[config.mk]
export PLATFORM = sky130hd
export DESIGN_NAME = apb_regfile_completer
export DESIGN_NICKNAME = d
export VERILOG_FILES = /design/src/rtl/apb_regfile_completer.sv
export SDC_FILE = /design/constraint.sdc
export NUM_CORES = 1
export LEC_CHECK = 0
export CAP_MARGIN = 20
export CELL_PAD_IN_SITES_DETAIL_PLACEMENT = 0
export CELL_PAD_IN_SITES_GLOBAL_PLACEMENT = 1
export CORE_UTILIZATION = 51
export DETAILED_ROUTE_END_ITERATION = 8
export PLACE_DENSITY = 0.89
export SLEW_MARGIN = 20
export SYNTH_ARGS = -nofsm -noshare
export SYNTH_HDL_FRONTEND = slang
export SYNTH_SLANG_ARGS = --single-unit
[constraint.sdc]
create_clock -name pclk -period 11.8 [get_ports pclk]
set_input_delay 2.36 -clock pclk [delete_from_list [all_inputs] [get_ports pclk]]
set_output_delay 2.36 -clock pclk [all_outputs]
set_load 0.03 [all_outputs]
[src/rtl/apb_regfile_completer.sv]
// APB completer terminating transfers in a NUM_REGS x DATA_W register bank.
// Byte strobes on writes, PSLVERR on misaligned or out-of-range addresses.
// Optional feature macro APB_WAIT_STATE_EN: when defined, wait_i inserts
// 0..15 wait cycles per transfer; when undefined every transfer completes
// in its first access cycle and wait_i is ignored.
module apb_regfile_completer #(
  parameter int ADDR_W   = 8,
  parameter int DATA_W   = 32,
  parameter int NUM_REGS = 4
) (
  input  logic                  pclk,
  input  logic                  preset,
  input  logic                  psel,
  input  logic                  penable,
  input  logic                  pwrite,
  input  logic [ADDR_W-1:0]     paddr,
  input  logic [DATA_W-1:0]     pwdata,
  input  logic [DATA_W/8-1:0]   pstrb,
  input  logic [3:0]            wait_i,
  output logic [DATA_W-1:0]     prdata,
  output logic                  pready,
  output logic                  pslverr
);

  localparam int NB = DATA_W / 8;

  typedef enum logic {IDLE, ACCESS} state_t;

  function automatic logic addr_legal(input logic [ADDR_W-1:0] a);
    return (a[1:0] == 2'b00) && (32'(a[ADDR_W-1:2]) < 32'(NUM_REGS));
  endfunction

  function automatic logic [31:0] addr_idx(input logic [ADDR_W-1:0] a);
    return 32'(a[ADDR_W-1:2]);
  endfunction

  state_t              state, state_nxt;
  logic [DATA_W-1:0]   regs [NUM_REGS];

  logic                cap_write;
  logic [ADDR_W-1:0]   cap_addr;
  logic [DATA_W-1:0]   cap_wdata;
  logic [NB-1:0]       cap_strb;

  logic                done, cap_en, wr_en;
  logic                pready_nxt, pslverr_nxt;
  logic [DATA_W-1:0]   prdata_nxt, rd_word;
  logic [ADDR_W-1:0]   sel_addr;
  logic                sel_write, sel_legal;
  logic [31:0]         sel_idx, cap_idx;

`ifdef APB_WAIT_STATE_EN
  logic [3:0]          wcnt, wcnt_nxt;
`else
  logic                unused_wait;
  assign unused_wait = ^wait_i;
`endif

  // In IDLE the response is built from the live setup signals, in ACCESS from the captured ones
  assign sel_addr  = (state == IDLE) ? paddr  : cap_addr;
  assign sel_write = (state == IDLE) ? pwrite : cap_write;
  assign sel_legal = addr_legal(sel_addr);
  assign sel_idx   = addr_idx(sel_addr);
  assign cap_idx   = addr_idx(cap_addr);

  // Read mux over the bank, only meaningful for legal indices
  always_comb begin
    rd_word = '0;
    for (int i = 0; i < NUM_REGS; i++) begin
      if (sel_idx == 32'(i)) rd_word = regs[i];
    end
  end

  // FSM state register
  always_ff @(posedge pclk) begin
    if (preset) state <= IDLE;
    else        state <= state_nxt;
  end

  // FSM next-state: completion or a dropped psel both close the transfer
  always_comb begin
    state_nxt = state;
    case (state)
      IDLE:   if (psel && !penable) state_nxt = ACCESS;
      ACCESS: if (!psel || pready)  state_nxt = IDLE;
      default: state_nxt = IDLE;
    endcase
  end

  // FSM outputs: decide when the response is ready and what it carries
  always_comb begin
    done   = 1'b0;
    cap_en = 1'b0;
    wr_en  = 1'b0;
`ifdef APB_WAIT_STATE_EN
    wcnt_nxt = wcnt;
`endif
    case (state)
      IDLE: begin
        if (psel && !penable) begin
          cap_en = 1'b1;
`ifdef APB_WAIT_STATE_EN
          wcnt_nxt = wait_i;
          done     = (wait_i == 4'd0);
`else
          done     = 1'b1;
`endif
        end
      end
      ACCESS: begin
        if (psel) begin
          if (pready) begin
            wr_en = cap_write && addr_legal(cap_addr);
          end
`ifdef APB_WAIT_STATE_EN
          // Count 1 -> 0 is the last wait cycle, so pready rises right after it
          else if (wcnt <= 4'd1) begin
            done     = 1'b1;
            wcnt_nxt = 4'd0;
          end else begin
            wcnt_nxt = wcnt - 4'd1;
          end
`endif
        end
      end
      default: done = 1'b0;
    endcase
    pready_nxt  = done;
    pslverr_nxt = done && !sel_legal;
    prdata_nxt  = (done && sel_legal && !sel_write) ? rd_word : '0;
  end

  // Registered response outputs and wait counter
  always_ff @(posedge pclk) begin
    if (preset) begin
      pready  <= 1'b0;
      pslverr <= 1'b0;
      prdata  <= '0;
`ifdef APB_WAIT_STATE_EN
      wcnt    <= 4'd0;
`endif
    end else begin
      pready  <= pready_nxt;
      pslverr <= pslverr_nxt;
      prdata  <= prdata_nxt;
`ifdef APB_WAIT_STATE_EN
      wcnt    <= wcnt_nxt;
`endif
    end
  end

  // Setup-phase capture; later changes on the bus are ignored
  always_ff @(posedge pclk) begin
    if (cap_en) begin
      cap_write <= pwrite;
      cap_addr  <= paddr;
      cap_wdata <= pwdata;
      cap_strb  <= pstrb;
    end
  end

  // Register bank: byte-strobed commit at the completion edge
  always_ff @(posedge pclk) begin
    if (preset) begin
      for (int i = 0; i < NUM_REGS; i++) regs[i] <= '0;
    end else if (wr_en) begin
      for (int i = 0; i < NUM_REGS; i++) begin
        if (cap_idx == 32'(i)) begin
          for (int b = 0; b < NB; b++) begin
            if (cap_strb[b]) regs[i][8*b +: 8] <= cap_wdata[8*b +: 8];
          end
        end
      end
    end
  end

endmodule

Word-level counts from Yosys, hierarchy flattened:

Memory sizes are Yosys's and may differ from the RTL's.
Index checks and enable logic that the tools add are counted.
Widths: inputs -> output; s select.

* memory bits (writable): 128
* bits in registers: 80
* input bits: 53
* memories: 1

* $lt $le $gt $ge: 2
* equal/unequal tests: 6
* bitwise logic cells: 18
* muxes and demuxes: 99
* reduce and logical (&&, ||, !) cells: 17

Memories
* regs: words 4, bits a word 32, rd ports 4, clocked after Yosys merged registers in 0, wr ports 4, line 38 `logic [DATA_W-1:0] regs [NUM_REGS];`

Operators with widths (number)
* $mux 8: 17
* $mux 32: 4
* $mux 1: 77
* $logic_not 32->1: 2
* $eq 6x2->1 const B: 4
* $or 1x1->1: 16
* $eq 6x1->1 const B: 2
* $lt 6x3->1 const B: 2
* $logic_and 1x1->1: 7
* $logic_not 1->1: 4
* $logic_not 2->1: 2
* $not 1->1: 2
* $pmux 1 s2: 1
* $reduce_or 2->1: 1
* $logic_or 1x1->1: 1

Logic depth before layout (Yosys ltp):

Gate-level depths: netlist of the first run.

* depth after elaboration: 10
* gate-level depth with buffers: 7
* depth with buffers taken out: 4

Least setup slack after synthesis of the first run:

No wires, ideal clock.

* path type: input-to-reg
* start point: input penable
* end point: register cap_addr[0], enable pin
* required time: 11.288 ns
* setup slack: 5.625 ns
* arrival: 5.662 ns
* stages on the path: 1
* cell sequence: nor3b_1

* longest elaborated chain between the ends: 4

Ends and longest elaborated chain
* start: declaration: line 14 `input logic penable,`
* $logic_not 1->1: line 100 `if (psel && !penable) begin`
* $logic_and 1x1->1: line 100
* $mux 1: line 100
* $mux 1: line 98 `case (state)`
* end signal: assignment: line 156 `cap_addr <= paddr;`
* end: declaration: line 41 `logic [ADDR_W-1:0] cap_addr;`

No other way between the ends.
A chain may end at the register's enable or synchronous reset.

==> results.cfg, run 1 <==
[outcome]
status = complete, no violations

[setup_path]
path_class = input port to flip-flop
cp_max_fo = 18
regToRegStartpoint = state
arrival_ns = 5.05
r2r_end = prdata[23]
ff2ff_path_depth = 4
cp-start-kind = input port
ff2ff_setup_slack_ns = 8.77
worstPathRequired_ns = 12.16
end_kind = flip-flop

[detailed_routing]
drtAntennaViolNets = 0
vias_per_cell = 5.44
detail_route.wl_per_cell_um = 19.3
drc = 0
vias = 4758
drt_iter0_drc = 323
wirelength_mm = 16.9
dr.pass1.iters = 5

[timing]
slew_viol_final = 0
hold_slack_ns = 0.492
fin_ws_ns = 7.11
tns_ns = 0
final-hold-violation-count = 0
tightest_slew_ns = 1.10
maxSlewHeadroom_pct = 26.2
skew_ns = 0.0108
rsz0062_at_grt = no
finalSetupViolCount = 0
finalCritPeriodShare_pct = 39.7
timing.fmax_mhz = 213
period_minus_slack_ns = 4.69

[pwr]
p_int_mw = 1.27
p_sw_mw = 0.318
p_leak_nw = 3.88
switching_share_pct = 20.0
pwr-share-comb_pct = 4.5
p_per_area_nw_per_um2 = 156
ir_worst_vdd_v = 0.000113
clock_power_share_pct = 43.5
seqPwrFrac_pct = 52.0
p_total_mw = 1.59

[cts]
worst_skew_pair.late_latency_ns = 0.50
postCtsSetupBuffers = 0
clkSlewWorstSetupHoldPaths_ns = 0.06
hold_buffers = 0
root_buffer = clkbuf_16
cts_inserted_buffers = 22
clk_path_buf_depth = 3
cts_resized = 0
htree_levels = 1
cts_sinks = 208
cts_tree = built

[place]
post-dp-hpwl_mm = 10.9
place_congestion = 0.781
dp_slack_ns = 6.66
port_buffers = 82
dpl-instance-area_sq_um = 9470

[finish]
syn_to_final_growth_pct = 20.6
drive_gt1_share_pct = 11.4
antenna_cells = 0
final_nets = 696
final_area_sq_um = 10200

[worst_hold_path]
hold_path_class = flip-flop to flip-flop
hp-start = regs[3][27]
min_to = prdata[27]
worstHoldPathCells = 1

[die]
pin_count = 87
die_x_um = 131
die_h_um = 131
rows = 46
core_area_sq_um = 16100
start_util_pct = 52.7
die-area_sq_um = 17100

[global_route]
grt_pass1_wl_mm = 26.2
grt_usage_pct = 20.8
grt_max_degree = 67
gr-total-overflow = 0
grt_pass1_vias = 4918
antenna_found_initial = 0

[synthesis]
synth_warnings = 0
netlist_area_sq_um = 8470
synthTopCellsByArea = edfxtp_1, and2_1, dfxtp_1
synth_area_leader_cell = edfxtp_1
ys_top_cells_by_count = edfxtp_1, and2_1, dfxtp_1
yosysSeqAreaShare_pct = 69.6
synth_cell_types = 39
yosysTopAreaCellShare_pct = 61.3
yosys.cell_count.top_type = edfxtp_1
postSynthCellCount = 557
syn_nets = 610
postSynth.asyncResetShare_pct = 0
synth_enable_flop_cells = 173
synth_area_per_cell_sq_um = 15.2
ys_seq_elements = 208
ys.flop_type = edfxtp_1

[job]
cap_violations = 0
-- worst max-delay path, cell delays in order --
cell and delay [ns]:
clkdlybuf4s50_1 0.80, nor2b_2 0.30, nand4_2 0.61, nor3_2 0.74, and2_1 0.23
-- placed cells by master (no fill, tap or decap), types with 3 or more instances in the layout --
cell type / count
inv_1: 4
nor4_4: 5
nor2_1: 26
a221oi_2: 10
and2_1: 130
dfxtp_1: 35
a21o_1: 17
buf_4: 3
edfxtp_1: 173
nand3_1: 3
o211a_1: 18
a221oi_1: 3
clkdlybuf4s50_1: 82
clkbuf_8: 4
nand2_1: 7
clkbuf_16: 23
a21oi_1: 18
nor3_2: 12
nand3_2: 3
clkbuf_1: 6
mux2i_1: 28
o2bb2ai_1: 18
-- area by class of cell --
| type | instances | area, sq um |
|---|---|---|
| repair buffers | 85 | 843 |
| clock buffers | 33 | 653 |
| well taps | 216 | 270 |
| inverters | 4 | 15.0 |
| fillers | 1141 | 5840 |
| multi-input cells | 322 | 2450 |
| clock inverters | 7 | 86.3 |
| flip-flops and latches | 208 | 5900 |
-- cells by family (layout without fill, tap and decap cells) --
group                  after synthesis  after routing  synth area share (%)
buffers and inverters               27            129                  1.58
flip-flops                         208            208                  69.6
AO/OA/AOI/OAI                       92             92                  9.49
multiplexers                        31             31                  3.69
AND/OR/NAND/NOR                    199            199                  15.6
-- state kept, by name (all words and copies together) (netlist names) --
signal,count
cap_addr,8
cap_strb,4
cap_write,1
pslverr,1
prdata,32
cap_wdata,32
state,1
pready,1
regs,128
-- power groups by stage --
stage                     clock network, mW  registers [mW]  logic [mW]
after floorplan                           0           0.838      0.0414
after global placement                    0           0.840      0.0700
after detailed placement                  0           0.842      0.0724
after CTS                             0.700           0.827      0.0729
after global routing                  0.729           0.828      0.0776
final                                 0.691           0.827      0.0718
-- metal layers --
| layer | part of all wire, % | vias to the layer above | routed length (um) | GRT usage (%) |
|---|---|---|---|---|
| met5 | 0 | - | 0 | 0 |
| met4 | 2.1 | 0 | 358 | 7.37 |
| met3 | 4.4 | 32 | 744 | 3.14 |
| met2 | 51 | 130 | 8600 | 36.4 |
| met1 | 43 | 2343 | 7180 | 26.5 |
| li1 | - | 2253 | - | - |
-- metrics by stage --
| step | std cells | utilization (%) |
|---|---|---|
| 2_1_floorplan | 557 | - |
| 3_3_place_gp | 835 | 59.0 |
| 3_5_place_dp | 835 | 59.0 |
| 4_1_cts | 875 | 63.6 |
| 5_1_grt | 875 | 63.6 |
| 6_report | 875 | 63.6 |
-- worst max path at each step --
stage / cells past startpoint / slack [ns] / endpoint / start
2_1_floorplan: 1 / 5.63 / cap_addr[0] / penable
3_3_place_gp: 5 / 6.80 / regs[3][4] / preset
3_5_place_dp: 5 / 6.66 / regs[2][21] / preset
4_1_cts: 5 / 7.18 / regs[3][3] / preset
5_1_grt: 5 / 6.97 / regs[3][5] / preset
6_report: 5 / 7.11 / regs[3][23] / preset
Note: power is estimated with default switching activity, not from simulation.
==> run 2, diff against run 1 <==
--- a/config.mk
+++ b/config.mk
@@ -8,9 +8,9 @@
 export CAP_MARGIN = 20
 export CELL_PAD_IN_SITES_DETAIL_PLACEMENT = 0
 export CELL_PAD_IN_SITES_GLOBAL_PLACEMENT = 1
-export CORE_UTILIZATION = 51
+export CORE_UTILIZATION = 43
 export DETAILED_ROUTE_END_ITERATION = 8
-export PLACE_DENSITY = 0.89
+export PLACE_DENSITY = 0.81
 export SLEW_MARGIN = 20
 export SYNTH_ARGS = -nofsm -noshare
 export SYNTH_HDL_FRONTEND = slang
==> constraint.sdc (replaced) <==
create_clock -name pclk -period 3.76 [get_ports pclk]
set_input_delay 0.752 -clock pclk [delete_from_list [all_inputs] [get_ports pclk]]
set_output_delay 0.752 -clock pclk [all_outputs]
set_load 0.03 [all_outputs]
==> results.cfg, run 2 (synthesized netlist as in run 1, its figures left out) <==
[outcome]
status = complete, no violations

[finish]
final_area_sq_um = 10300
syn_to_final_growth_pct = 21.6
final_common_cell = edfxtp_1
max_flop_register = regs
post-route-util_pct = 54.1
finalNonFillerCells = 925
fillCellCount = 1565
reg_top3 = regs: 128 flops, cap_wdata: 32 flops, prdata: 32 flops
drive_gt1_share_pct = 12.5
final_cell_mix = edfxtp_1, and2_1, clkdlybuf4s50_1
final_nets = 702
largest_reg_flops = 128
antenna_cells = 0

[detailed_routing]
drc = 0
vias_per_cell = 5.16
detail_route.wl_per_cell_um = 18.3
drtAntennaViolNets = 0
vias = 4772
drt_iter0_drc = 263
wirelength_mm = 16.9
dr.pass1.iters = 6

[timing]
skew_ns = 0.00639
timing.fmax_mhz = 381
rsz0062_at_grt = no
period_minus_slack_ns = 2.63
slew_viol_final = 0
finalCritPeriodShare_pct = 69.8
tightest_slew_ns = 0.866
finalSetupViolCount = 0
tns_ns = 0
maxSlewHeadroom_pct = 42.2
hold_slack_ns = 0.488
fin_ws_ns = 1.13
final-hold-violation-count = 0

[cts]
root_buffer = clkbuf_16
cts_tree = built
hold_buffers = 0
clkSlewWorstSetupHoldPaths_ns = 0.06
htree_levels = 1
worst_skew_pair.late_latency_ns = 0.49
clk_path_buf_depth = 3
postCtsSetupBuffers = 0
cts_inserted_buffers = 22
cts_sinks = 208
cts_resized = 0

[global_route]
gr-total-overflow = 0
grt_usage_pct = 17.2
grt_max_degree = 35
grt_pass1_vias = 4967
antenna_found_initial = 0
grt_pass1_wl_mm = 26.4

[die]
rows = 50
start_util_pct = 44.5
die_x_um = 142
core_area_sq_um = 19000
die-area_sq_um = 20300
die_h_um = 142
pin_count = 87

[place]
post-dp-hpwl_mm = 11.2
dpl-instance-area_sq_um = 9580
port_buffers = 82
place_congestion = 0.783
numPlacedInstances = 885
dp_slack_ns = 0.852

[pwr]
p_per_area_nw_per_um2 = 476
p_leak_nw = 3.91
p_total_mw = 4.90
ir_worst_vdd_v = 0.000277

[setup_path]
path_class = flip-flop to flip-flop
worstPathRequired_ns = 3.91
end_kind = flip-flop
critPathMaxStageDelay_ns = 0.78
cp_max_fo = 15
path_cells = nor4_4, nand3_1, nor2_1, a21o_1
critical_path.slowest_cell = nor4_4
cp-start-kind = flip-flop
arrival_ns = 2.77

[job]
cap_violations = 0

[worst_hold_path]
hold_path_class = flip-flop to flip-flop
## run 2: changes by cell type in the layout (fill, tap and decap cells not counted), sizes merged
cell      before  now
buf            3    9
clkinv         4    7
bufinv         2    0
clkbuf        33   32
clkinvlp       0    1
inv            5    4
## run 2: worst paths after layout
| check | start | end | slack (ns) | depth (start not counted) |
|---|---|---|---|---|
| setup reg to reg | cap_addr[6] | regs[2][31] | 1.13 | 4 |
| hold / removal | regs[3][15] | prdata[15] | 0.49 | 1 |
| hold reg to reg | regs[3][15] | prdata[15] | 0.49 | 1 |
| setup / recovery | cap_addr[6] | regs[2][31] | 1.13 | 4 |
## run 2: area by class of cell
class,count,area [sq um],share of cell area [%]
Multi-Input combinational cell,322,2450,23.8
Sequential cell,208,5900,57.3
Timing Repair Buffer,91,888,8.63
Tap cell,260,325,3.16
Inverter,4,15.0,0.146
Clock inverter,8,38.8,0.377
Clock buffer,32,679,6.60
## run 2: report_power, final
group          switching [mW]  total [mW]  internal (mW)  leakage, nW
clock                   0.830        2.08           1.25        0.357
combinational           0.132       0.227         0.0950         1.51
sequential             0.0331        2.59           2.56         2.04
total                   0.995        4.90           3.90         3.91
## run 2: per-layer routing
layer | global-route usage [%] | share of wire (%) | wire length, um | vias up
li1 | - | - | - | 2264
met1 | 20.8 | 41 | 6910 | 2348
met2 | 31.4 | 52 | 8780 | 137
met3 | 3.03 | 5.6 | 952 | 23
met5 | 0 | 0 | 0 | -
met4 | 4.92 | 1.8 | 299 | 0
## run 2: worst max-delay path: cells and delay by family, from the launching register on
family          cells  cell delay [ns]
compound gates      1             0.43
simple gates        3             1.45
flops               1             0.40
==> run 3, diff against run 2 <==
--- a/config.mk
+++ b/config.mk
@@ -8,9 +8,9 @@
 export CAP_MARGIN = 20
 export CELL_PAD_IN_SITES_DETAIL_PLACEMENT = 0
 export CELL_PAD_IN_SITES_GLOBAL_PLACEMENT = 1
-export CORE_UTILIZATION = 43
+export CORE_UTILIZATION = 47
 export DETAILED_ROUTE_END_ITERATION = 8
-export PLACE_DENSITY = 0.81
+export PLACE_DENSITY = 0.84
 export SLEW_MARGIN = 20
 export SYNTH_ARGS = -nofsm -noshare
 export SYNTH_HDL_FRONTEND = slang
==> constraint.sdc (replaced) <==
create_clock -name pclk -period 2.55 [get_ports pclk]
set_input_delay 0.51 -clock pclk [delete_from_list [all_inputs] [get_ports pclk]]
set_output_delay 0.51 -clock pclk [all_outputs]
set_load 0.03 [all_outputs]
==> results.cfg, run 3 (synthesized netlist as in run 1, its figures left out) <==
[finish]
post-route-util_pct = 59.8
finalNonFillerCells = 900
largest_reg_flops = 128
final_cell_mix = edfxtp_1, and2_1, clkdlybuf4s50_1
syn_to_final_growth_pct = 22.9
reg_top3 = regs: 128 flops, cap_wdata: 32 flops, prdata: 32 flops
antenna_cells = 0
final_common_cell = edfxtp_1
fillCellCount = 1290
final_nets = 712
drive_gt1_share_pct = 13.9
max_flop_register = regs

[timing]
period_minus_slack_ns = 2.19
maxSlewHeadroom_pct = 58.7
skew_ns = 0.00854
tns_ns = 0
timing.fmax_mhz = 457
tightest_slew_ns = 0.616
rsz0062_at_grt = no
slew_viol_final = 0
hold_slack_ns = 0.490
finalCritPeriodShare_pct = 85.8
finalSetupViolCount = 0
final-hold-violation-count = 0

[setup_path]
critical_path.slowest_cell = a21o_1
r2r_end = regs[3][16]
ff2ff_setup_slack_ns = 0.36
critPathMaxStageDelay_ns = 0.43
end_kind = flip-flop
cp-start-kind = flip-flop
arrival_ns = 2.34
regToRegStartpoint = cap_addr[6]
path_cells = nor4_4, buf_4, nand3_1, nor2_1, a21o_1
cp_max_fo = 15
path_class = flip-flop to flip-flop
ff2ff_path_depth = 5
worstPathRequired_ns = 2.70

[worst_hold_path]
hold_path_class = flip-flop to flip-flop
min_to = prdata[1]
hp-start = regs[3][1]
worstHoldPathCells = 1

[cts]
postCtsSetupBuffers = 0
root_buffer = clkbuf_16
htree_levels = 1
cts_sinks = 208
hold_buffers = 0
clk_path_buf_depth = 3
cts_inserted_buffers = 22
cts_tree = built
clkSlewWorstSetupHoldPaths_ns = 0.06
cts_resized = 0
worst_skew_pair.late_latency_ns = 0.50

[global_route]
grt_max_degree = 34
antenna_found_initial = 0
grt_usage_pct = 19.0
gr-total-overflow = 0
grt_pass1_wl_mm = 26.5
grt_pass1_vias = 4957

[place]
port_buffers = 82
numPlacedInstances = 860
post-dp-hpwl_mm = 11.4
place_congestion = 0.797

[detailed_routing]
drtAntennaViolNets = 0
drt_iter0_drc = 315
detail_route.wl_per_cell_um = 18.9
drc = 0
vias = 4802
vias_per_cell = 5.34
dr.pass1.iters = 4
wirelength_mm = 17.0

[die]
rows = 48
pin_count = 87
start_util_pct = 48.6
die_h_um = 136
die_x_um = 136
core_area_sq_um = 17400
die-area_sq_um = 18600

[pwr]
ir_worst_vdd_v = 0.000483
p_leak_nw = 3.99
p_per_area_nw_per_um2 = 712

[job]
cap_violations = 0

[outcome]
status = complete, no violations
[run 3: cell types whose count changed in the layout (fill, tap and decap cells not counted)]
| cell | previous run | this run |
|---|---|---|
| buf_12 | 0 | 4 |
| clkbuf_1 | 2 | 3 |
| clkinv_1 | 3 | 1 |
| bufinv_16 | 0 | 2 |
| clkbuf_8 | 7 | 4 |
| clkinv_4 | 0 | 1 |
| clkinvlp_4 | 1 | 2 |
| buf_4 | 9 | 15 |
[run 3: worst max-delay path: cells and delay by family, from the launching register on]
kind,cells,cell delay (ns)
buffers and inverters,1,0.25
AO/OA/AOI/OAI,1,0.43
flip-flops,1,0.41
AND/OR/NAND/NOR,3,0.75
[run 3: power breakdown]
part	switching, mW	internal [mW]	leakage, nW
combinational	0.201	0.152	1.58
sequential	0.0466	3.78	2.04
clock	1.27	1.97	0.366
[run 3: worst max path at each step]
stage                  end   startpoint  slack (ns)  cells past startpoint
3_3_place_gp    prdata[29]       preset        0.08                      6
2_1_floorplan  cap_addr[0]        state        0.27                      3
6_report       regs[3][16]  cap_addr[6]        0.36                      5
3_5_place_dp    regs[3][7]       preset        0.04                      6
5_1_grt         regs[0][7]  cap_addr[6]        0.18                      5
4_1_cts        regs[3][17]  cap_addr[6]        0.34                      5
[run 3: per-layer routing]
metal  global-route usage [%]  wire (um)
met5                        0          0
met4                     5.93        259
met3                     2.68        889
met2                     32.6       8630
met1                     24.9       7210
[run 3: area by class of cell]
cell class                      instances  area, sq um  share of cell area, %
Clock buffer                           30          642                   6.17
Tap cell                              225          282                   2.70
Sequential cell                       208         5900                   56.6
Timing Repair Buffer                  101         1010                   9.74
Multi-Input combinational cell        322         2450                   23.6
Clock inverter                         10          108                   1.03
Inverter                                4         15.0                  0.144
[run 3: per-stage QoR]
stage,setup slack (ns),instance area (sq um),power (mW)
6_report,0.361,10400,7.41
2_1_floorplan,0.272,8480,4.07
3_5_place_dp,0.0401,9660,4.25
4_1_cts,0.339,10400,7.47
3_3_place_gp,0.0842,9660,4.23
5_1_grt,0.182,10400,7.62
